`config.mk`:
```
export PLATFORM = sky130hd
export DESIGN_NAME = rvfi_shadow_rf
export DESIGN_NICKNAME = d
export VERILOG_FILES = /design/src/rtl/rvfi_chk_pkg.sv /design/src/rtl/rvfi_shadow_rf.sv
export SDC_FILE = /design/constraint.sdc
export NUM_CORES = 1
export LEC_CHECK = 0
export CAP_MARGIN = 15
export CELL_PAD_IN_SITES_DETAIL_PLACEMENT = 0
export CELL_PAD_IN_SITES_GLOBAL_PLACEMENT = 1
export CORE_MARGIN = 1
export CORE_UTILIZATION = 35
export DETAILED_ROUTE_END_ITERATION = 8
export GPL_ROUTABILITY_DRIVEN = 0
export PLACE_DENSITY = 0.58
export SLEW_MARGIN = 25
export SYNTH_ARGS = -nofsm -noshare
export SYNTH_HDL_FRONTEND = slang
export SYNTH_SLANG_ARGS = --single-unit
```
`constraint.sdc`:
```
create_clock -name clk -period 2.55 [get_ports clk]
set_input_delay 0.51 -clock clk [delete_from_list [all_inputs] [get_ports clk]]
set_output_delay 0.51 -clock clk [all_outputs]
set_load 0.02 [all_outputs]
```
`src/rtl/rvfi_chk_pkg.sv`:
```
// rtl/rvfi_chk_pkg.sv - shared types and constants for the RVFI register checker
package rvfi_chk_pkg;

  localparam int NUM_REGS = 32;

  typedef enum logic [2:0] {
    ERR_NONE      = 3'd0,
    ERR_ORDER     = 3'd1,
    ERR_PC        = 3'd2,
    ERR_RS1       = 3'd3,
    ERR_RS2       = 3'd4,
    ERR_X0_WRITE  = 3'd5,
    ERR_POST_HALT = 3'd6
  } err_code_e;

  typedef enum logic [1:0] {
    ST_IDLE   = 2'd0,
    ST_RUN    = 2'd1,
    ST_HALTED = 2'd2
  } state_e;

endpackage

```
`src/rtl/rvfi_shadow_rf.sv`:
```
// rtl/rvfi_shadow_rf.sv - shadow integer register file with per-register known bits
module rvfi_shadow_rf
  import rvfi_chk_pkg::*;
(
  input  logic        clk,
  input  logic        resetn,
  input  logic        we,
  input  logic [4:0]  waddr,
  input  logic [31:0] wdata,
  input  logic [4:0]  raddr1,
  output logic [31:0] rdata1,
  output logic        rknown1,
  input  logic [4:0]  raddr2,
  output logic [31:0] rdata2,
  output logic        rknown2
);

  logic [31:0]         regs [NUM_REGS];
  logic [NUM_REGS-1:0] known;

  // x0 is permanently known; its storage is never written and reads are forced to 0
  always_ff @(posedge clk or negedge resetn) begin
    if (!resetn) begin
      known <= {{(NUM_REGS-1){1'b0}}, 1'b1};
    end else if (we && waddr != 5'd0) begin
      known[waddr] <= 1'b1;
    end
  end

  always_ff @(posedge clk) begin
    if (we && waddr != 5'd0) begin
      regs[waddr] <= wdata;
    end
  end

  assign rdata1  = (raddr1 == 5'd0) ? 32'd0 : regs[raddr1];
  assign rknown1 = known[raddr1];
  assign rdata2  = (raddr2 == 5'd0) ? 32'd0 : regs[raddr2];
  assign rknown2 = known[raddr2];

endmodule

```
==> impl_metrics.csv <==
group,metric,value,unit
status,outcome,"complete, but fails checks",
status,violations,"negative setup slack",
synthesis,yosysMostFrequentCell,"edfxtp_1",
die,io_pins,116,
die,fp.dieH,375,um
synthesis,postSynthAreaPerCell,19.8,um2
synthesis,netlist_instances,2453,
timing,hold_ws,181,ps
synthesis,yosys.area_share.simple,1.67,%
critical_path,cp_data_arrival_time,2530,ps
grt,grt_max_degree,33,
die,initial_utilization,35.4,%
synthesis,ys_ff_latch,1056,
final_layout,antenna_cells,0,
final_layout,nFillCells,11400,
critical_path,regToRegStartpoint,"known[22]",
die,core,138000,um2
critical_path,startpoint_type,"flop",
synthesis,async_flop_share,3.03,%
grt,grtUsageTotal,25.8,%
routing,drtIter0Drc,3908,
die,row_count,136,
timing,setup_slack,-493,ps
die,die_area,141000,um2
final_layout,syn2layout_area_growth,30.8,%
timing,hold_viol_final,0,
critical_path,reg2regPathDepth,2,
cts,clock_path_buffers,3,
critical_path,setup.worst_path.class,"reg -> out",
power,clockPowerShare,39.7,%
routing,via_per_inst,6.20,
grt,grt_pass1_vias,31400,
synthesis,yosysWarnings,0,
power,vdd_ir_drop_max,0.536,mV
power,switching_power,10.1,mW
grt,grt_overflow,0,
routing,drtPass1Iterations,5,
routing,drcViolationCount,0,
final_layout,fin_util,46.2,%
final_layout,regArea,31600,um2
cts,h-tree-depth,3,
min_path,hold_path_class,"in -> async",
timing,timing.final.crit_period,3040,ps
timing,drv_slew,0,
power,power,41.6,mW
synthesis,yosys.area.top_type,"edfxtp_1",
synthesis,synth.yosys.seq_area_share,64.8,%
timing,skew,0,ps
cts,cts_root_buf,"clkbuf_16",
critical_path,reg2reg_slack,1610,ps
synthesis,synth_edf_count,1024,
critical_path,cp.required,2040,ps
cts,cts.sinks,1056,
critical_path,max_stage_delay,500,ps
cts,clkTransAtPathRegs,60,ps
synthesis,synthTopCellsByCount,"1024 x edfxtp_1, 468 x mux4_2, 192 x mux2i_1, 102 x clkbuf_1, 81 x o21ai_0",
grt,grt_pass1_wl,252,mm
synthesis,synth_ff_type,"edfxtp_1",
power,sw_frac_of_total,24.2,%
timing,relSlewSlack,56.8,%
power,leakage,21.2,nW
timing,fin_setup_tns,-20870,ps
synthesis,syn_area,48700,um2
cts,tritoncts,"yes",
final_layout,multi_input_area,18300,um2
place,dp_hpwl,116,mm
synthesis,yosysUniqueCellTypes,34,
power,seq_power_share,47.1,%
place,place_ws,-1040,ps
routing,vias,30600,
critical_path,path_buf_inv,1,
critical_path,crit_chain,"mux4_2 -> mux4_2 -> mux2_4 -> buf_6",
synthesis,synth_top_family_by_area,"multiplexers",
synthesis,synth_area_leaders,"edfxtp_1 63%, mux4_2 22%, mux2i_1 3.9%",
critical_path,crit_path_max_fanout,3,
routing,ant_nets,0,
timing,rsz0062_at_grt,"true",
timing,fmax,329,MHz
place,port-buffer-count,115,
timing,period_share,119,%
synthesis,synth_fa_ha_area_share,0,%
critical_path,cp_slowest_cell,"mux4_2",
routing,wl,183,mm
grt,antenna_found_initial,5,
critical_path,worst_path_dominant_cell_family,"multiplexers",
power,power.density,654,nW/um2
power,combPwrFrac,13.3,%
cts,cts_buffers,113,
final_layout,drive_above_1_share,50.4,%
critical_path,end_kind,"output port",
timing,worst_pin_slew,648,ps
job,drv_cap,0,
synthesis,synth_xor_area_share,0,%
synthesis,synth_compound_area_share,5.11,%
critical_path,path_common_cell,"mux4_2",
timing,setup_violations,66,
routing,wl_per_cell,37.1,um
critical_path,reg2reg_to,"known[22]",
cts,clk_latency,740,ps
synthesis,synth.top_cell.area_share,63.2,%
synthesis,synth.area.mux_share,26.4,%
final_layout,final_net_count,3097,
die,die_w,375,um
power,p_int,31.6,mW
-- flip-flops by register name (all words and copies together) (netlist names) --
register,count
regs,1024
known,32
-- area by class of cell --
class,count,share of cell area (%)
clock buffers,131,4.55
clock inverters,76,1.17
inverters,2,0.0236
multi-input cells,1219,28.7
flip-flops and latches,1056,49.6
well taps,1794,3.53
repair buffers,655,12.4
-- layer usage --
layer | wire (um) | track usage [%]
met5 | 18 | 0
met4 | 5960 | 8.44
met3 | 15700 | 4.53
met2 | 85400 | 40.7
met1 | 75800 | 36.2
-- metrics by stage --
step | cells | cell area (um2)
2_1_floorplan | 2484 | 49400
3_3_place_gp | 4651 | 57000
3_5_place_dp | 4651 | 57000
4_1_cts | 4905 | 62900
5_1_grt | 4933 | 63700
6_report | 4933 | 63700
-- worst max-delay path by stage --
stage	endpoint	depth (start not counted)	startpoint
finish	rknown2	4	known[31]
global route	rdata2[18]	6	regs[3][18]
CTS	rknown1	4	known[15]
detailed placement	rdata1[25]	8	raddr1[0]
global placement	rdata1[25]	8	raddr1[0]
floorplan	regs[18][0]	2	waddr[3]
-- cells in the final DEF, fill, tap and decap left out, drive strengths merged, types with 34 or more instances in the layout --
cell              n
mux2             34
o21ai            81
clkinv           53
edfxtp         1024
clkdlybuf4s50    39
a221oi           49
mux2i           192
nor2             39
a22oi            64
nor2b            37
clkbuf          137
buf             606
mux4            468
-- what timing repair did --
action	4_1_cts	5_1_grt
gates resized for setup	494	98
endpoints found under the setup margin	66	66
buffers inserted	41	28
cloned	15	6
endpoints found under the hold margin	0	0
hold buffers	0	0
pin swaps	81	58
-- cells by family (layout without fill, tap and decap cells) --
family                 count (synthesis)  after routing
other                                  1             32
multiplexers                         694            694
AO/OA/AOI/OAI                        337            337
buffers and inverters                209            864
flip-flops                          1056           1056
AND/OR/NAND/NOR                      156            156
-- power groups by stage --
stage	combinational, mW	sequential, mW	clock [mW]
6_report	5.52	19.6	16.5
5_1_grt	5.73	19.6	17.3
4_1_cts	5.38	19.6	16.7
3_5_place_dp	4.79	19.9	0
3_3_place_gp	4.75	19.9	0
2_1_floorplan	2.48	19.9	0
Note: power is estimated with default switching activity, not from simulation.
